File: src/rtl/acq_seq_pkg.sv
// rtl/acq_seq_pkg.sv - shared state encoding and defaults for the acquisition sequencer
//
// Purpose: one place for the sequencer state encoding, the sensor frame
// geometry and the default watchdog limit, so that the top level, its timer
// and any debug tooling agree on them.
package acq_seq_pkg;

  localparam int ACQ_PIXELS_PER_FRAME = 1024;
  localparam int ACQ_TIMEOUT_CYCLES   = 400000;
  localparam int DBG_STATE_W          = 4;
  localparam int SENSOR_INDEX_W       = 10;
  localparam int FRAME_CNT_W          = 16;

  typedef enum logic [DBG_STATE_W-1:0] {
    ST_IDLE        = 4'd0,
    ST_TRIGGER     = 4'd1,
    ST_ACQUIRE     = 4'd2,
    ST_WAIT_PERIOD = 4'd3
  } acq_state_t;

endpackage

File: src/rtl/acq_interval_timer.sv
// rtl/acq_interval_timer.sv - saturating interval counter with synchronous clear and enable
//
// Purpose: counts enabled master_clock cycles and holds at all-ones instead
// of wrapping, so a long stall can never alias back to a small value.
// Ports:
//   master_clock  clock
//   reset         synchronous active-high reset, count -> 0
//   clear         synchronous clear, takes priority over enable
//   enable        count up by one this cycle (unless saturated)
//   count         current count
module acq_interval_timer #(
  parameter int W = 32
) (
  input  logic         master_clock,
  input  logic         reset,
  input  logic         clear,
  input  logic         enable,
  output logic [W-1:0] count
);

  always_ff @(posedge master_clock) begin
    if (reset) begin
      count <= '0;
    end else if (clear) begin
      count <= '0;
    end else if (enable && (count != '1)) begin
      count <= count + W'(1);
    end
  end

endmodule

File: src/rtl/acquisition_sequencer.sv
// rtl/acquisition_sequencer.sv - frame trigger / acquisition sequencer with period and watchdog timing
//
// Purpose: issues frame_trigger pulses at a fixed period, waits for the last
// pixel of each frame from the sensor driver, and runs either continuously
// or for a burst of frames. Flags period overruns and watchdog expiry.
// Ports:
//   master_clock, reset            clock and synchronous active-high reset
//   cfg_start, cfg_stop            one-cycle control pulses
//   cfg_burst, cfg_frame_count     run mode and burst length (latched on start)
//   cfg_period                     trigger spacing in cycles (latched on start)
//   sensor_valid, sensor_index     pixel stream position from the sensor driver
//   frame_trigger, frame_id        trigger pulse and current frame number
//   busy, acq_done                 activity level and end-of-run pulse
//   frames_done                    completed frames in this run
//   overrun, timeout_err           sticky error flags
//   dbg_state                      current state encoding
module acquisition_sequencer
  import acq_seq_pkg::*;
#(
  parameter int PIXELS_PER_FRAME = ACQ_PIXELS_PER_FRAME,
  parameter int TIMEOUT_CYCLES   = ACQ_TIMEOUT_CYCLES,
  parameter int PERIOD_W         = 32
) (
  input  logic                      master_clock,
  input  logic                      reset,
  input  logic                      cfg_start,
  input  logic                      cfg_stop,
  input  logic                      cfg_burst,
  input  logic [FRAME_CNT_W-1:0]    cfg_frame_count,
  input  logic [PERIOD_W-1:0]       cfg_period,
  input  logic                      sensor_valid,
  input  logic [SENSOR_INDEX_W-1:0] sensor_index,
  output logic                      frame_trigger,
  output logic [FRAME_CNT_W-1:0]    frame_id,
  output logic                      busy,
  output logic                      acq_done,
  output logic [FRAME_CNT_W-1:0]    frames_done,
  output logic                      overrun,
  output logic                      timeout_err,
  output logic [DBG_STATE_W-1:0]    dbg_state
);

  localparam int WD_W = (TIMEOUT_CYCLES > 1) ? $clog2(TIMEOUT_CYCLES + 1) : 1;
  // Expiry is decided one cycle early so acq_done lands exactly
  // TIMEOUT_CYCLES cycles after the trigger.
  localparam logic [WD_W-1:0] WD_LAST =
    (TIMEOUT_CYCLES > 0) ? WD_W'(TIMEOUT_CYCLES - 1) : '0;
  localparam logic [SENSOR_INDEX_W-1:0] LAST_PIXEL = SENSOR_INDEX_W'(PIXELS_PER_FRAME - 1);

  acq_state_t state, state_next;

  logic                   burst_q, burst_next;
  logic [FRAME_CNT_W-1:0] count_q, count_next;
  logic [PERIOD_W-1:0]    period_q, period_next;
  logic                   stop_pending, stop_pending_next;
  logic [FRAME_CNT_W-1:0] frame_id_next;
  logic [FRAME_CNT_W-1:0] frames_done_next;
  logic                   overrun_next;
  logic                   timeout_next;
  logic                   acq_done_next;

  logic [PERIOD_W-1:0]    period_count;
  logic [WD_W-1:0]        wd_count;
  logic                   timer_clear;
  logic                   timer_enable;

  logic                   stop_req;
  logic                   frame_complete;
  logic                   short_period;
  logic                   period_reached;
  logic                   wd_expired;
  logic [FRAME_CNT_W-1:0] frames_done_inc;

  // Both timers share control: they restart on the way into TRIGGER (and
  // IDLE), then count every cycle spent in ACQUIRE or WAIT_PERIOD. Because
  // the increment is keyed on the next state, the count equals the number
  // of cycles since the trigger cycle.
  assign timer_clear  = (state_next == ST_TRIGGER) || (state_next == ST_IDLE);
  assign timer_enable = (state_next == ST_ACQUIRE) || (state_next == ST_WAIT_PERIOD);

  acq_interval_timer #(.W(PERIOD_W)) u_period_timer (
    .master_clock (master_clock),
    .reset        (reset),
    .clear        (timer_clear),
    .enable       (timer_enable),
    .count        (period_count)
  );

  acq_interval_timer #(.W(WD_W)) u_watchdog (
    .master_clock (master_clock),
    .reset        (reset),
    .clear        (timer_clear),
    .enable       (timer_enable),
    .count        (wd_count)
  );

  assign stop_req        = cfg_stop || stop_pending;
  assign frame_complete  = sensor_valid && (sensor_index == LAST_PIXEL);
  // Periods of 0 or 1 cannot be met by any frame; treat them as "as fast
  // as possible" rather than as a permanent overrun.
  assign short_period    = (period_q <= PERIOD_W'(1));
  assign period_reached  = short_period || (period_count >= (period_q - PERIOD_W'(1)));
  assign wd_expired      = (wd_count >= WD_LAST);
  assign frames_done_inc = frames_done + FRAME_CNT_W'(1);

  always_ff @(posedge master_clock) begin
    if (reset) begin
      state        <= ST_IDLE;
      burst_q      <= 1'b0;
      count_q      <= '0;
      period_q     <= '0;
      stop_pending <= 1'b0;
      frame_id     <= '0;
      frames_done  <= '0;
      overrun      <= 1'b0;
      timeout_err  <= 1'b0;
      acq_done     <= 1'b0;
    end else begin
      state        <= state_next;
      burst_q      <= burst_next;
      count_q      <= count_next;
      period_q     <= period_next;
      stop_pending <= stop_pending_next;
      frame_id     <= frame_id_next;
      frames_done  <= frames_done_next;
      overrun      <= overrun_next;
      timeout_err  <= timeout_next;
      acq_done     <= acq_done_next;
    end
  end

  always_comb begin
    state_next        = state;
    burst_next        = burst_q;
    count_next        = count_q;
    period_next       = period_q;
    frame_id_next     = frame_id;
    frames_done_next  = frames_done;
    overrun_next      = overrun;
    timeout_next      = timeout_err;
    acq_done_next     = 1'b0;
    stop_pending_next = stop_pending;

    unique case (state)
      ST_IDLE: begin
        // A simultaneous stop cancels the start entirely.
        if (cfg_start && !cfg_stop) begin
          burst_next       = cfg_burst;
          count_next       = cfg_frame_count;
          period_next      = cfg_period;
          frames_done_next = '0;
          frame_id_next    = '0;
          overrun_next     = 1'b0;
          timeout_next     = 1'b0;
          if (cfg_burst && (cfg_frame_count == '0)) begin
            acq_done_next = 1'b1;
          end else begin
            state_next    = ST_TRIGGER;
            frame_id_next = FRAME_CNT_W'(1);
          end
        end
      end

      ST_TRIGGER: begin
        if (stop_req) begin
          state_next    = ST_IDLE;
          acq_done_next = 1'b1;
        end else begin
          state_next = ST_ACQUIRE;
        end
      end

      ST_ACQUIRE: begin
        // A completing frame wins over a watchdog expiring in the same cycle.
        if (frame_complete) begin
          frames_done_next = frames_done_inc;
          if ((burst_q && (frames_done_inc == count_q)) || stop_req) begin
            state_next    = ST_IDLE;
            acq_done_next = 1'b1;
          end else begin
            state_next = ST_WAIT_PERIOD;
            if (period_reached && !short_period) begin
              overrun_next = 1'b1;
            end
          end
        end else if (wd_expired) begin
          timeout_next  = 1'b1;
          state_next    = ST_IDLE;
          acq_done_next = 1'b1;
        end
      end

      ST_WAIT_PERIOD: begin
        if (stop_req) begin
          state_next    = ST_IDLE;
          acq_done_next = 1'b1;
        end else if (period_reached) begin
          state_next    = ST_TRIGGER;
          frame_id_next = frame_id + FRAME_CNT_W'(1);
        end
      end

      default: begin
        state_next = ST_IDLE;
      end
    endcase

    if (state_next == ST_IDLE) begin
      stop_pending_next = 1'b0;
    end else if (cfg_stop) begin
      stop_pending_next = 1'b1;
    end
  end

  assign frame_trigger = (state == ST_TRIGGER);
  assign busy          = (state != ST_IDLE);
  assign dbg_state     = state;

endmodule

File: config.mk
export PLATFORM = sky130hd
export DESIGN_NAME = acquisition_sequencer
export DESIGN_NICKNAME = d
export VERILOG_FILES = /design/src/rtl/acq_seq_pkg.sv /design/src/rtl/acq_interval_timer.sv /design/src/rtl/acquisition_sequencer.sv
export SDC_FILE = /design/constraint.sdc
export NUM_CORES = 1
export LEC_CHECK = 0
export CORE_MARGIN = 2
export CORE_UTILIZATION = 61
export DETAILED_ROUTE_END_ITERATION = 8
export GPL_TIMING_DRIVEN = 1
export PLACE_DENSITY = 0.87
export SETUP_SLACK_MARGIN = 0.3
export SLEW_MARGIN = 5
export SYNTH_ARGS = -nofsm -noshare
export SYNTH_HDL_FRONTEND = slang
export SYNTH_SLANG_ARGS = --single-unit
export TNS_END_PERCENT = 5
File: constraint.sdc
create_clock -name master_clock -period 11.6 [get_ports master_clock]
set_clock_uncertainty 0.2 [all_clocks]
set_input_delay 2.32 -clock master_clock [delete_from_list [all_inputs] [get_ports master_clock]]
set_output_delay 2.32 -clock master_clock [all_outputs]
set_load 0.005 [all_outputs]
== After elaboration in Yosys (flattened, before gate mapping) ==
Index checks and enable logic that the tools add are counted.

* Bitwise logic cells: 0
* Mux-type cells: 32
* Divide/modulo/power cells: 0
* Add/subtract/negate cells: 5
* Shifts and indexed selects: 0
* $mul: 0
* Equality and inequality tests: 18
* Magnitude comparators: 3
* Reductions and logical operators: 28

{| class="wikitable"
|+ Operators with widths
! cell !! count
|-
| 16-bit two-way mux || 5
|-
| 16-bit case mux with 2 select lines || 2
|-
| 16-bit by 1-bit adder with 16-bit output (second input constant) || 2
|-
| 32-bit by 1-bit adder with 32-bit output (second input constant) || 1
|-
| 32-bit greater-or-equal comparator || 1
|-
| 32-bit by 1-bit less-or-equal comparator with 1-bit output (second input constant) || 1
|-
| 32-bit != test (second input constant) || 1
|-
| 32-bit by 1-bit subtractor with 32-bit output (second input constant) || 1
|-
| 4-bit two-way mux || 6
|-
| 19-bit by 1-bit adder with 19-bit output (second input constant) || 1
|-
| 19-bit greater-or-equal comparator (second input constant) || 1
|-
| 19-bit != test (second input constant) || 1
|-
| 16-bit equality test || 1
|-
| 4-bit by 2-bit equality test with 1-bit output (second input constant) || 4
|-
| 16-bit logical NOT || 1
|-
| 2-bit != test (second input constant) || 8
|-
| 4-bit case mux with 4 select lines || 1
|-
| 1-bit two-way mux || 13
|-
| 10-bit equality test (second input constant) || 1
|-
| 4-bit by 1-bit equality test with 1-bit output (second input constant) || 2
|-
| 4-bit logical NOT || 2
|-
| 4-bit AND reduction || 2
|-
| 1-bit logical AND || 7
|-
| 2-bit OR reduction || 3
|-
| 10 further kinds || 18
|}

* Memory bits (writable): 0
* Word-level logic and storage cells: 98
* Output and inout port bits: 41
* Bits in latches: 0
* Flip-flop bits (word level): 140
* Memory bits (read-only): 0
* Input bits: 64
* Memories kept: 0

== Depth between registers and ports, before layout ==
Gate-level depths: netlist of the first run.

* Word-level depth: 10
* Mapped depth: 16
* Mapped depth without buffers: 15

== Modules after synthesis ==
Synthesis of the first run repeated with hierarchy kept, for this count alone.

* Cells, all modules: 1058
* Area total of the unflattened synthesis: 8323.0 sq um

{| class="wikitable"
|+ Modules (own cells, without submodules)
! module !! cells each !! times used !! seq. area each (sq um) !! area each (sq um)
|-
| acquisition_sequencer || 732 || 1 || 1781.7 || 5634.2
|-
| acq_interval_timer at u_period_timer || 198 || 1 || 640.6 || 1620.3
|-
| acq_interval_timer at u_watchdog || 128 || 1 || 380.4 || 1068.5
|}

== Least setup slack after synthesis of the first run ==
No wires, ideal clock.

* Path kind: flip-flop to flip-flop
* Start point: register period_q[7]
* End point: register frame_id[7]
* Arrival: 4.086 ns
* Stages on the path, launching flop included: 16
* Slack: 7.187 ns
* Path buffers: 2
* Library setup time: 0.127 ns
* Clock period less this slack: 4.413 ns
* Data required time: 11.273 ns
* Path through: dfxtp_1 or4_4 or4_4 or3_1 clkbuf_1 nor4_2 xnor2_1 ha_1 and3_1 a221o_1 a21oi_1 nand2_1 o2111ai_1 clkbuf_1 a211oi_1 mux2i_1

* Cells in the longest elaborated chain, start to end: 5
* Elaborated cells on any way between the ends: 6
* Classes of those cells: add/sub: 1; order compare: 2; eq/ne: 1; reduce/logical: 2

{| class="wikitable"
|+ Ends and longest elaborated chain
! element !! line !! RTL
|-
| start, declared || acquisition_sequencer.sv:54 || <nowiki>logic [PERIOD_W-1:0] period_q, period_next;</nowiki>
|-
| start signal, assigned || acquisition_sequencer.sv:122 || <nowiki>period_q <= period_next;</nowiki>
|-
| 32-bit by 1-bit subtractor with 32-bit output || acquisition_sequencer.sv:102 || <nowiki>assign period_reached = short_period || (period_count >= (period_q - PERIOD_W'(1)));</nowiki>
|-
| 32-bit greater-or-equal comparator || acquisition_sequencer.sv:102 ||
|-
| 1-bit logical OR (*) || acquisition_sequencer.sv:102 ||
|-
| 2-bit != test (no line) (*) || n/a ||
|-
| 4-bit AND reduction (no line) (*) || n/a ||
|-
| end signal, assigned || acquisition_sequencer.sv:124 || <nowiki>frame_id <= frame_id_next;</nowiki>
|-
| end, declared || acquisition_sequencer.sv:34 || <nowiki>output logic [FRAME_CNT_W-1:0] frame_id,</nowiki>
|}

Mark *: on every way between the ends. The rest lies on a longest branch, timed or not.
A chain may end at the register's enable or synchronous reset.

== Worst setup path in the final report of the first run ==
Same ends and word-level chain as after synthesis.

==> tab_implementation.tex, run 1 <==
\begin{tabular}{lr}
\hline
Metric & Value \\
\hline
\multicolumn{2}{l}{\textbf{Timing}} \\
Final hold violations & 0 \\
Setup-failing EPs final & 0 \\
Fmax achieved & 0.197 GHz \\
Min Clock Period, post-route & $\sim$5.1 ns \\
Transition at the pin with the smallest max-transition slack & 1.08 ns \\
Unrepaired setup endpoints after global routing & false \\
Worst relative slew slack & 0.275 \\
Accumulated negative setup slack & 0 ns \\
Hold slack final & 0.260 ns \\
Max-slew violations & 0 \\
Ratio of final minimum period to clock period & 0.438 \\
Worst setup slack after layout & approximately 6.5 ns \\
\multicolumn{2}{l}{\textbf{Power}} \\
Total power per unit cell area & 118 nW/µm² \\
PnR Total Power & 1.16 mW \\
Switching Share & 0.242 \\
Maximum ir drop on the vdd rail & between 0.1 and 0.15 mV \\
Seq pwr share & 0.421 \\
Clock network power share & 0.470 \\
Leakage power summed over all cells & 3.28 nW \\
Part of the power in combinational logic & 0.109 \\
Cell Int Power & 882 µW \\
Reported net switching power & 282 µW \\
\multicolumn{2}{l}{\textbf{CTS}} \\
Post\_cts resized & 0 \\
Clock slew seen by the registers of the worst setup and hold paths & 0.06 ns \\
Insertion delay of the later-clocked pin in the worst-skew pair & 0.44 ns \\
Clock buffer count from CTS & 17 \\
\# H-tree levels & 4 \\
Sink Count & 140 \\
Number of buffers on the longest clock path & 2 \\
Number of post-CTS setup repair buffers & 0 \\
Count of hold buffers inserted by post-cts repair & 0 \\
TritonCTS clock tree & built \\
CTS root buf & sky130\_fd\_sc\_hd\_\_clkbuf\_16 \\
\multicolumn{2}{l}{\textbf{Logic synthesis}} \\
Xor/xnor share of the synthesized area & 0.0979 \\
Number of warnings reported in the yosys synthesis log & 0 \\
Area share of fa/ha/maj cells after synthesis & 0.0578 \\
Sequential area share after synthesis & 0.340 \\
Yosys top cell by area & sky130\_fd\_sc\_hd\_\_dfxtp\_1 \\
Post-synthesis compound-gate area fraction & 0.178 \\
EDFF count, synth & 0 \\
Synthesized cell area & 8230 µm² \\
Unique masters post-synth & 67 \\
Simple-gate share of the synthesized area & 0.258 \\
Proportion of register bits with asynchronous set or reset after synthesis & 0 \\
Cell types occupying the most area after synthesis & sky130\_fd\_sc\_hd\_\_dfxtp\_1, sky130\_fd\_sc\_hd\_\_nand2\_1, sky130\_fd\_sc\_hd\_\_xnor2\_1 \\
Number of instances in the synthesized netlist & 1,026 \\
Ranking of synthesized cells by instance count & sky130\_fd\_sc\_hd\_\_nand2\_1, sky130\_fd\_sc\_hd\_\_dfxtp\_1, sky130\_fd\_sc\_hd\_\_a21oi\_1 \\
Number of flip-flops and latches in the synthesized netlist & 140 \\
Leading register cell type out of synthesis & sky130\_fd\_sc\_hd\_\_dfxtp\_1 \\
Proportion of synthesized area in mux cells & 0.0269 \\
Main combinational cell family by area after synthesis & simple AND/OR/NAND/NOR gates \\
Mean Syn Cell Area & 8.02 µm² \\
Share of the synthesized area in the top cell type & 0.340 \\
Most frequent cell after synthesis & sky130\_fd\_sc\_hd\_\_nand2\_1 \\
\multicolumn{2}{l}{\textbf{Floorplan}} \\
Initial core utilization & 0.624 \\
Width of the die & 120 µm \\
Std-Cell Core Area & 13,200 µm² \\
Die Height & 120 µm \\
Number of top-level pins & 105 \\
Std-Cell Rows & 42 \\
Die Area & approximately 14,000 µm² \\
\multicolumn{2}{l}{\textbf{Global routing}} \\
M3 GR Usage & 0.0557 \\
Global-route total usage across every layer & 0.295 \\
Number of antenna violations at the first check in global routing & 0 \\
Global Route met1 Usage & 0.368 \\
Vias in the first global route & 7,259 \\
Most crowded layer after global routing & met2 \\
Congestion Overflow GR & 0 \\
Wire length of the first global-routing pass & 34,700 µm \\
Maximum number of pins on one net before global-route repair & 83 \\
M2 GR Usage & 0.501 \\
\multicolumn{2}{l}{\textbf{Place}} \\
Weighted congestion reported at the end of routability-driven placement & $\sim$0.87 \\
Worst slack at placement & around 6.4 ns \\
Input/output buffers & 104 \\
Post-detail-place hpwl & 14,400 µm \\
\multicolumn{2}{l}{\textbf{Setup path}} \\
Startpoint type of the worst setup path & register \\
Worst Path Max Fanout & 11 \\
Worst Path Required & between 10 and 15 ns \\
Worst endpoint data arrival time & 5.19 ns \\
Category of the critical setup timing path & register to register \\
R2r startpoint & period\_q[7]\$\_SDFFE\_PP0P\_ \\
Capturing element type of the critical path & register \\
Worst R2R Path Depth & 13 \\
Reg2reg setup slack & roughly 6.5 ns \\
Critical register-to-register path endpoint & frame\_id[7]\$\_SDFFE\_PP0P\_ \\
\multicolumn{2}{l}{\textbf{Min path}} \\
Worst min-delay path category & register to register \\
Start point of the worst hold path & burst\_q\$\_SDFFE\_PP0P\_ \\
Worst hold path cell count & 2 \\
Hold-critical path endpoint & burst\_q\$\_SDFFE\_PP0P\_ \\
\multicolumn{2}{l}{\textbf{Layout}} \\
Footprint of the multi-input gates & 5120 µm² \\
Seq. cell area & 2800 µm² \\
Synthesis-to-finish area growth & 20.0\% \\
Filler cell count & between 900 and 1,000 \\
Ant. Diodes & 0 \\
Layout net count & about 1,200 \\
Ratio of cells with drive above 1 in the final layout & 0.0525 \\
\multicolumn{2}{l}{\textbf{Run status}} \\
Run status & complete, no violations \\
\multicolumn{2}{l}{\textbf{Flow run}} \\
MaxCap Viol Count & 0 \\
\multicolumn{2}{l}{\textbf{Drt}} \\
First-pass DRT Iterations & 5 \\
Detail-routed via count per cell & approximately 6.2 \\
DRC errors left & 0 \\
Via count & 7,884 \\
ANT nets after route & 0 \\
Routed len/inst & between 15 and 20 µm \\
Iteration-0 DRC Markers & 675 \\
Total length of routed wires & roughly 21,000 µm \\
\hline
\end{tabular}
==> cell families (layout without fill, tap and decap cells) <==
group,count (synthesis),count (layout)
and+or+nand+nor,424,424
AOI/OAI and AO/OA,224,224
DFF,140,140
xor gates and xnor gates,92,92
buffers and inverters,85,163
adders and majority gates,38,38
muxes,22,22
other,1,2
==> metrics by stage <==
stage / utilization / instances / instance area (µm²)
3_5_place_dp: 0.705 / 1249 / 9300
6_report: 0.749 / 1281 / 9880
5_1_grt: 0.749 / 1281 / 9880
4_1_cts: 0.749 / 1281 / 9880
3_3_place_gp: 0.705 / 1249 / 9300
2_1_floorplan: - / 1027 / 8240
==> layer usage <==
metal | share of wire | wire length (µm) | up-vias
met5 | 0 | 0 | -
met4 | 0.027 | 567 | 0
met3 | 0.054 | 1150 | 48
met2 | 0.49 | 10400 | 231
met1 | 0.43 | 9110 | 3752
li1 | - | - | 3853
==> power by group through the flow <==
stage	Combinational (mW)	Sequential, mW	Clock, mW
floorplan	0.0824	0.499	0
global placement	0.121	0.500	0
detailed placement	0.125	0.500	0
CTS	0.126	0.490	0.551
global route	0.141	0.490	0.572
finish	0.127	0.490	0.547
==> area by class of cell <==
type / count / share of cell area
inverters: 21 / 0.00798
repair buffers: 110 / 0.109
clock buffers: 20 / 0.0442
well taps: 176 / 0.0223
multi-input cells: 802 / 0.518
clock inverters: 12 / 0.0149
flip-flops and latches: 140 / 0.284
==> worst max-delay path, cell delays in order (launching register included) <==
cell and delay [ns]:
sky130_fd_sc_hd__dfxtp_1 0.35, sky130_fd_sc_hd__or4_4 0.58, sky130_fd_sc_hd__or4_4 0.56, sky130_fd_sc_hd__or3_1 0.46, sky130_fd_sc_hd__nor4_1 0.33, sky130_fd_sc_hd__xnor2_1 0.18, sky130_fd_sc_hd__ha_1 0.25, sky130_fd_sc_hd__and3_1 0.20
sky130_fd_sc_hd__a221o_1 0.30, sky130_fd_sc_hd__a21oi_1 0.18, sky130_fd_sc_hd__nand2_1 0.14, sky130_fd_sc_hd__o2111ai_1 0.84, sky130_fd_sc_hd__a211oi_1 0.22, sky130_fd_sc_hd__mux2i_1 0.17
==> state kept, by name, summed over array words and instances, names as in the netlist, 4 cells and up <==
register              cells
period_q                 32
u_period_timer.count     32
u_watchdog.count         19
count_q                  16
frame_id                 16
frames_done              16
dbg_state                 4
==> how the worst max path moves through the flow <==
stage / end / slack, ns / cells after the start / from
6_report: frame_id[7]$_SDFFE_PP0P_ / 6.52 / 13 / period_q[7]$_SDFFE_PP0P_
5_1_grt: frame_id[7]$_SDFFE_PP0P_ / 6.23 / 13 / period_q[7]$_SDFFE_PP0P_
4_1_cts: frame_id[11]$_SDFFE_PP0P_ / 6.57 / 13 / period_q[7]$_SDFFE_PP0P_
3_5_place_dp: frame_id[11]$_SDFFE_PP0P_ / 6.40 / 6 / cfg_stop
3_3_place_gp: frame_id[11]$_SDFFE_PP0P_ / 6.45 / 6 / cfg_stop
2_1_floorplan: frame_id[7]$_SDFFE_PP0P_ / 7.19 / 15 / period_q[7]$_SDFFE_PP0P_
==> placed cells by master (no fill, tap or decap), drive strengths merged, types with 10 or more instances in the layout <==
| master | count |
|---|---|
| a211oi | 63 |
| a21oi | 91 |
| and4 | 10 |
| clkbuf | 20 |
| clkdlybuf4s50 | 103 |
| dfxtp | 140 |
| ha | 38 |
| inv | 21 |
| mux2i | 21 |
| nand2 | 169 |
| nand3 | 34 |
| nand4 | 25 |
| nor2 | 62 |
| nor3 | 26 |
| nor4 | 24 |
| o21ai | 23 |
| or3 | 25 |
| or4 | 11 |
| xnor2 | 62 |
| xor2 | 30 |
(Power assumes the default switching activity.)
==> inputs of run 2 (changes only) <==
--- a/config.mk
+++ b/config.mk
@@ -6,10 +6,10 @@
 export NUM_CORES = 1
 export LEC_CHECK = 0
 export CORE_MARGIN = 2
-export CORE_UTILIZATION = 61
+export CORE_UTILIZATION = 51
 export DETAILED_ROUTE_END_ITERATION = 8
 export GPL_TIMING_DRIVEN = 1
-export PLACE_DENSITY = 0.87
+export PLACE_DENSITY = 0.77
 export SETUP_SLACK_MARGIN = 0.3
 export SLEW_MARGIN = 5
 export SYNTH_ARGS = -nofsm -noshare
==> constraint.sdc (replaced) <==
create_clock -name master_clock -period 4.1 [get_ports master_clock]
set_clock_uncertainty 0.2 [all_clocks]
set_input_delay 0.82 -clock master_clock [delete_from_list [all_inputs] [get_ports master_clock]]
set_output_delay 0.82 -clock master_clock [all_outputs]
set_load 0.005 [all_outputs]
==> run 2 against run 1 <==
  * The flow now finishes with violations (setup timing)
  * Via count is 0.41% higher
  * Power grew to 3.0 times the previous value
  * Combinational power rose to 3.3 times the previous value
  * Core utilization shrank 8.9 points
  * Sequential cell count stayed put
  * Routed wire length is 5.7% higher
  * Register-to-register slack worse by 6.8 ns
  * Global-route usage decreased by 2.6 points
  * Largest cell class unchanged
  * Largest power group unchanged
==> tab_implementation.tex, run 2 (synthesized netlist as in run 1, its figures left out) <==
\begin{tabular}{lr}
\hline
Metric & Value \\
\hline
\multicolumn{2}{l}{\textbf{Run status}} \\
Run status & finished, violations left \\
Violated checks & setup timing \\
\multicolumn{2}{l}{\textbf{Drt}} \\
Routed len/inst & 16.5 µm \\
Total length of routed wires & approximately 22,000 µm \\
First-pass DRT Iterations & 5 \\
DRC errors left & 0 \\
Iteration-0 DRC Markers & 790 \\
Via count & 7,916 \\
ANT nets after route & 0 \\
Detail-routed via count per cell & 5.82 \\
\multicolumn{2}{l}{\textbf{Layout}} \\
Most frequent cells in the layout & sky130\_fd\_sc\_hd\_\_nand2\_1, sky130\_fd\_sc\_hd\_\_dfxtp\_1, sky130\_fd\_sc\_hd\_\_clkdlybuf4s50\_1, sky130\_fd\_sc\_hd\_\_a21oi\_1, sky130\_fd\_sc\_hd\_\_xnor2\_1 \\
Synthesis-to-finish area growth & 26.9\% \\
Layout Utilization & 0.660 \\
Ant. Diodes & 0 \\
Ratio of cells with drive above 1 in the final layout & 0.108 \\
Most frequent standard cell in the layout excluding fill and tap cells & sky130\_fd\_sc\_hd\_\_nand2\_1 \\
Largest registers ranked by flip-flop count & period\_q x32, u\_period\_timer.count x32, u\_watchdog.count x19 \\
Layout net count & 1,232 \\
Final Non-Filler Cells & between 1,000 and 1,500 \\
\multicolumn{2}{l}{\textbf{Timing}} \\
Ratio of final minimum period to clock period & 1.07 \\
Fmax achieved & 0.228 GHz \\
Unrepaired setup endpoints after global routing & true \\
Worst setup slack after layout & -0.291 ns \\
Transition at the pin with the smallest max-transition slack & 1.13 ns \\
Min Clock Period, post-route & 4.39 ns \\
Setup-failing EPs final & 67 \\
Final hold violations & 0 \\
Max-slew violations & 0 \\
Worst relative slew slack & 0.246 \\
\multicolumn{2}{l}{\textbf{Setup path}} \\
Startpoint type of the worst setup path & register \\
Category of the critical setup timing path & register to register \\
Worst endpoint data arrival time & 4.52 ns \\
Worst Path Max Fanout & 7 \\
Capturing element type of the critical path & register \\
Worst Path Required & $\sim$4.2 ns \\
\multicolumn{2}{l}{\textbf{Global routing}} \\
Maximum number of pins on one net before global-route repair & about 80 \\
Congestion Overflow GR & 0 \\
Number of antenna violations at the first check in global routing & 0 \\
Global-route total usage across every layer & 0.269 \\
Vias in the first global route & 7,177 \\
Wire length of the first global-routing pass & 36,500 µm \\
\multicolumn{2}{l}{\textbf{CTS}} \\
TritonCTS clock tree & built \\
Clock slew seen by the registers of the worst setup and hold paths & 0.06 ns \\
Sink Count & 140 \\
Insertion delay of the later-clocked pin in the worst-skew pair & 0.43 ns \\
Number of buffers on the longest clock path & 2 \\
CTS root buf & sky130\_fd\_sc\_hd\_\_clkbuf\_16 \\
\# H-tree levels & 4 \\
Clock buffer count from CTS & 17 \\
\multicolumn{2}{l}{\textbf{Floorplan}} \\
Width of the die & 131 µm \\
Die Area & between 15,000 and 20,000 µm² \\
Number of top-level pins & 105 \\
Die Height & 131 µm \\
Std-Cell Rows & between 40 and 50 \\
Std-Cell Core Area & approximately 16,000 µm² \\
Initial core utilization & 0.520 \\
\multicolumn{2}{l}{\textbf{Place}} \\
Weighted congestion reported at the end of routability-driven placement & roughly 0.84 \\
Input/output buffers & 104 \\
Post-Place Cells & 1,323 \\
Post-detail-place hpwl & $\sim$16,000 µm \\
\multicolumn{2}{l}{\textbf{Power}} \\
PnR Total Power & 3.44 mW \\
Switching Share & 0.238 \\
Part of the power in combinational logic & 0.121 \\
Clock network power share & 0.476 \\
Reported net switching power & between 800 and 900 µW \\
Maximum ir drop on the vdd rail & a little over 0.3 mV \\
Seq pwr share & 0.403 \\
Total power per unit cell area & about 330 nW/µm² \\
Cell Int Power & roughly 2.6 mW \\
Leakage power summed over all cells & 3.52 nW \\
\multicolumn{2}{l}{\textbf{Flow run}} \\
MaxCap Viol Count & 0 \\
\multicolumn{2}{l}{\textbf{Min path}} \\
Worst min-delay path category & register to register \\
\hline
\end{tabular}
run 2: cell count changes in the layout (fill, tap and decap cells not counted), sizes merged:
cell      change
buf          +38
clkinv        -5
clkbuf        +3
clkinvlp      +2
run 2: critical path, stage by stage (launching register included):
cell and delay [ns]:
sky130_fd_sc_hd__dfxtp_1 0.31, sky130_fd_sc_hd__or4_4 0.53, sky130_fd_sc_hd__or4_4 0.50, sky130_fd_sc_hd__or3_4 0.38, sky130_fd_sc_hd__nor4_4 0.28, sky130_fd_sc_hd__xnor2_1 0.12
sky130_fd_sc_hd__ha_1 0.32, sky130_fd_sc_hd__and3_4 0.16, sky130_fd_sc_hd__a221o_1 0.31, sky130_fd_sc_hd__a21oi_2 0.17, sky130_fd_sc_hd__nand2_1 0.09, sky130_fd_sc_hd__buf_4 0.15
sky130_fd_sc_hd__o211ai_1 0.11, sky130_fd_sc_hd__a22oi_2 0.16, sky130_fd_sc_hd__buf_4 0.19, sky130_fd_sc_hd__buf_6 0.13, sky130_fd_sc_hd__a211oi_1 0.19
run 2: routing by layer:
metal | global-route usage | up-vias | routed length, µm
met5 | 0 | - | 0
met4 | 0.0945 | 0 | 573
met3 | 0.0568 | 49 | 1230
met2 | 0.433 | 267 | 10700
met1 | 0.359 | 3685 | 9940
li1 | - | 3915 | -
run 2: cell type report:
cell class	instances	area (µm²)
clock inverters	9	134
inverters	21	78.8
repair buffers	148	1410
flip-flops and latches	140	2800
fillers	1297	5380
clock buffers	23	498
multi-input cells	802	5250
well taps	216	270
run 2: path summary, 6_finish.rpt:
| check | start | to | slack (ns) | cells past startpoint |
|---|---|---|---|---|
| hold / removal | period_q[31]$_SDFFE_PP0P_ | period_q[31]$_SDFFE_PP0P_ | 0.26 | 2 |
| hold reg to reg | period_q[31]$_SDFFE_PP0P_ | period_q[31]$_SDFFE_PP0P_ | 0.26 | 2 |
| setup reg to reg | period_q[13]$_SDFFE_PP0P_ | u_watchdog.count[17]$_SDFFE_PP0P_ | -0.29 | 16 |
| setup / recovery | period_q[13]$_SDFFE_PP0P_ | u_watchdog.count[17]$_SDFFE_PP0P_ | -0.29 | 16 |
run 2: power groups by stage:
| stage | logic, mW | clock network, mW | registers [mW] |
|---|---|---|---|
| 2_1_floorplan | 0.241 | 0 | 1.41 |
| 3_3_place_gp | 0.380 | 0 | 1.41 |
| 3_5_place_dp | 0.390 | 0 | 1.41 |
| 4_1_cts | 0.399 | 1.65 | 1.38 |
| 5_1_grt | 0.457 | 1.71 | 1.39 |
| 6_report | 0.416 | 1.64 | 1.38 |
run 2: repair_timing:
action,4_1_cts,5_1_grt
resized for setup,12,21
gates cloned,0,1
hold buffers,0,0
setup endpoints to repair,70,70
endpoints found under the hold margin,0,0
setup buffers,0,3
pin swaps,1,4
run 2: metrics by stage:
stage                     hold WS (ns)  setup slack [ns]  cell area (µm²)  setup TNS [ns]
final                            0.261            -0.291            10400          -13.04
after CTS                        0.263            -0.186            10300           -9.17
after global routing             0.285            -0.446            10400          -24.88
after global placement           0.248            -0.151             9650           -8.32
after floorplan                  0.236           -0.0970             8290           -5.07
after detailed placement         0.255            -0.235             9650          -12.47
==> inputs of run 3 (changes only) <==
--- a/config.mk
+++ b/config.mk
@@ -6,10 +6,9 @@
 export NUM_CORES = 1
 export LEC_CHECK = 0
 export CORE_MARGIN = 2
-export CORE_UTILIZATION = 51
+export CORE_UTILIZATION = 40
 export DETAILED_ROUTE_END_ITERATION = 8
 export GPL_TIMING_DRIVEN = 1
-export PLACE_DENSITY = 0.77
 export SETUP_SLACK_MARGIN = 0.3
 export SLEW_MARGIN = 5
 export SYNTH_ARGS = -nofsm -noshare
==> run 3 against run 2 <==
  * The flow still finishes with violations (setup timing)
  * Combinational power decreased by 3%
  * Count of clock-buffer cells in the layout is 5 lower
  * Fmax rose by 1.0%
  * Sequential share of layout area decreased by 0.13 points
  * Via count down 2.1%
  * Non-clock buffer count stayed put
  * Register-to-register slack gained 0.04 ns
  * Critical endpoint is now u_period_timer.count[23]$_SDFFE_PP0P_
==> tab_implementation.tex, run 3 (synthesized netlist as in run 1, its figures left out) <==
\begin{tabular}{lr}
\hline
Metric & Value \\
\hline
\multicolumn{2}{l}{\textbf{Run status}} \\
Run status & finished, violations left \\
Violated checks & setup timing \\
\multicolumn{2}{l}{\textbf{Power}} \\
Maximum ir drop on the vdd rail & 0.290 mV \\
Total power per unit cell area & 317 nW/µm² \\
Leakage power summed over all cells & approximately 3.5 nW \\
PnR Total Power & $\sim$3.3 mW \\
\multicolumn{2}{l}{\textbf{CTS}} \\
\# H-tree levels & 4 \\
CTS root buf & sky130\_fd\_sc\_hd\_\_clkbuf\_16 \\
Clock buffer count from CTS & 17 \\
Clock slew seen by the registers of the worst setup and hold paths & roughly 0.06 ns \\
TritonCTS clock tree & built \\
Number of buffers on the longest clock path & 2 \\
Sink Count & 140 \\
Insertion delay of the later-clocked pin in the worst-skew pair & 0.43 ns \\
\multicolumn{2}{l}{\textbf{Flow run}} \\
MaxCap Viol Count & 0 \\
\multicolumn{2}{l}{\textbf{Timing}} \\
Worst setup slack after layout & -0.248 ns \\
Hold slack final & 0.257 ns \\
Min Clock Period, post-route & 4.35 ns \\
Unrepaired setup endpoints after global routing & true \\
Transition at the pin with the smallest max-transition slack & 1.17 ns \\
Worst relative slew slack & 0.218 \\
Max-slew violations & 0 \\
Final hold violations & 0 \\
Fmax achieved & 0.230 GHz \\
Setup-failing EPs final & 66 \\
Ratio of final minimum period to clock period & 1.06 \\
Accumulated negative setup slack & -11.16 ns \\
\multicolumn{2}{l}{\textbf{Min path}} \\
Worst min-delay path category & register to register \\
Start point of the worst hold path & period\_q[31]\$\_SDFFE\_PP0P\_ \\
\multicolumn{2}{l}{\textbf{Drt}} \\
Total length of routed wires & 23,200 µm \\
Iteration-0 DRC Markers & 394 \\
Routed met1 length & roughly 11,000 µm \\
Met3 wirelength from detailed routing & a little under 900 µm \\
Via count & approximately 7,800 \\
Highest layer used for signal routing & met4 \\
WL met2 & 10,900 µm \\
Detail-routed via count per cell & 5.49 \\
ANT nets after route & 0 \\
First-pass DRT Iterations & 6 \\
Routed len/inst & between 15 and 20 µm \\
DRC errors left & 0 \\
\multicolumn{2}{l}{\textbf{Layout}} \\
Layout Utilization & 0.519 \\
Largest registers ranked by flip-flop count & period\_q x32, u\_period\_timer.count x32, u\_watchdog.count x19 \\
Ant. Diodes & 0 \\
Most frequent standard cell in the layout excluding fill and tap cells & sky130\_fd\_sc\_hd\_\_nand2\_1 \\
Final standard cell area without fillers & 10,500 µm² \\
Layout net count & 1,232 \\
Synthesis-to-finish area growth & 27.6\% \\
Ratio of cells with drive above 1 in the final layout & 0.111 \\
Most frequent cells in the layout & sky130\_fd\_sc\_hd\_\_nand2\_1, sky130\_fd\_sc\_hd\_\_dfxtp\_1, sky130\_fd\_sc\_hd\_\_clkdlybuf4s50\_1, sky130\_fd\_sc\_hd\_\_a21oi\_1, sky130\_fd\_sc\_hd\_\_xnor2\_1 \\
Filler cell count & approximately 1,900 \\
Final Non-Filler Cells & 1,413 \\
\multicolumn{2}{l}{\textbf{Place}} \\
Post-detail-place hpwl & between 15,000 and 20,000 µm \\
Placed Instance Area & 9710 µm² \\
Weighted congestion reported at the end of routability-driven placement & 0.845 \\
Worst slack at placement & -0.313 ns \\
Input/output buffers & 104 \\
Post-Place Cells & 1,377 \\
\multicolumn{2}{l}{\textbf{Setup path}} \\
Startpoint type of the worst setup path & register \\
R2r startpoint & period\_q[13]\$\_SDFFE\_PP0P\_ \\
Category of the critical setup timing path & register to register \\
Capturing element type of the critical path & register \\
Worst Path Max Fanout & 11 \\
Worst endpoint data arrival time & 4.48 ns \\
Worst Path Required & 4.23 ns \\
Worst setup startpoint & period\_q[13]\$\_SDFFE\_PP0P\_ \\
\multicolumn{2}{l}{\textbf{Floorplan}} \\
Std-Cell Core Area & 20,200 µm² \\
Die Height & 147 µm \\
Width of the die & 147 µm \\
Initial core utilization & 0.407 \\
Number of top-level pins & 105 \\
Std-Cell Rows & 52 \\
Die Area & 21,700 µm² \\
\multicolumn{2}{l}{\textbf{Global routing}} \\
Wire length of the first global-routing pass & around 38,000 µm \\
Maximum number of pins on one net before global-route repair & 82 \\
Vias in the first global route & 7,219 \\
Number of antenna violations at the first check in global routing & 0 \\
Global-route total usage across every layer & 0.212 \\
Congestion Overflow GR & 0 \\
\hline
\end{tabular}
-- run 3: power breakdown --
group          total, mW  switching [mW]  internal [mW]
Sequential          1.38          0.0116           1.37
Combinational      0.405           0.199          0.206
Clock               1.54           0.634          0.910
-- run 3: worst paths after layout --
| check | endpoint | slack, ns | depth (start not counted) |
|---|---|---|---|
| max | u_period_timer.count[23]$_SDFFE_PP0P_ | -0.25 | 15 |
| max reg2reg | u_period_timer.count[23]$_SDFFE_PP0P_ | -0.25 | 15 |
| min reg2reg | period_q[31]$_SDFFE_PP0P_ | 0.26 | 2 |
| min | period_q[31]$_SDFFE_PP0P_ | 0.26 | 2 |
-- run 3: critical path, stage by stage, from the launching register on --
cell                        delay (ns)
sky130_fd_sc_hd__dfxtp_2          0.32
sky130_fd_sc_hd__or4_4            0.52
sky130_fd_sc_hd__or4_4            0.49
sky130_fd_sc_hd__or3_4            0.38
sky130_fd_sc_hd__nor4_4           0.29
sky130_fd_sc_hd__xnor2_1          0.12
sky130_fd_sc_hd__ha_1             0.32
sky130_fd_sc_hd__and3_4           0.16
sky130_fd_sc_hd__a221o_1          0.31
sky130_fd_sc_hd__a21oi_2          0.15
sky130_fd_sc_hd__nand2_2          0.09
sky130_fd_sc_hd__o211ai_1         0.21
sky130_fd_sc_hd__a22oi_2          0.12
sky130_fd_sc_hd__buf_4            0.19
sky130_fd_sc_hd__clkbuf_16        0.17
sky130_fd_sc_hd__a211oi_1         0.21
-- run 3: area by class of cell --
class | count | area [µm²] | share of cell area
clock inverters | 14 | 146 | 0.0139
multi-input cells | 802 | 5280 | 0.503
well taps | 270 | 338 | 0.0322
repair buffers | 148 | 1420 | 0.135
clock buffers | 18 | 439 | 0.0418
inverters | 21 | 78.8 | 0.00750
flip-flops and latches | 140 | 2800 | 0.267
-- run 3: routing by layer --
| metal | track usage | vias to the layer above |
|---|---|---|
| met5 | 0 | - |
| met4 | 0.0524 | 0 |
| met3 | 0.0438 | 25 |
| met2 | 0.340 | 155 |
| met1 | 0.293 | 3641 |
| li1 | - | 3932 |
-- run 3: repair_timing --
action	4_1_cts	5_1_grt
hold buffers	0	0
gates resized for setup	11	22
endpoints found under the setup margin	70	70
pin swaps	0	7
setup buffers	0	2
gates cloned	0	2
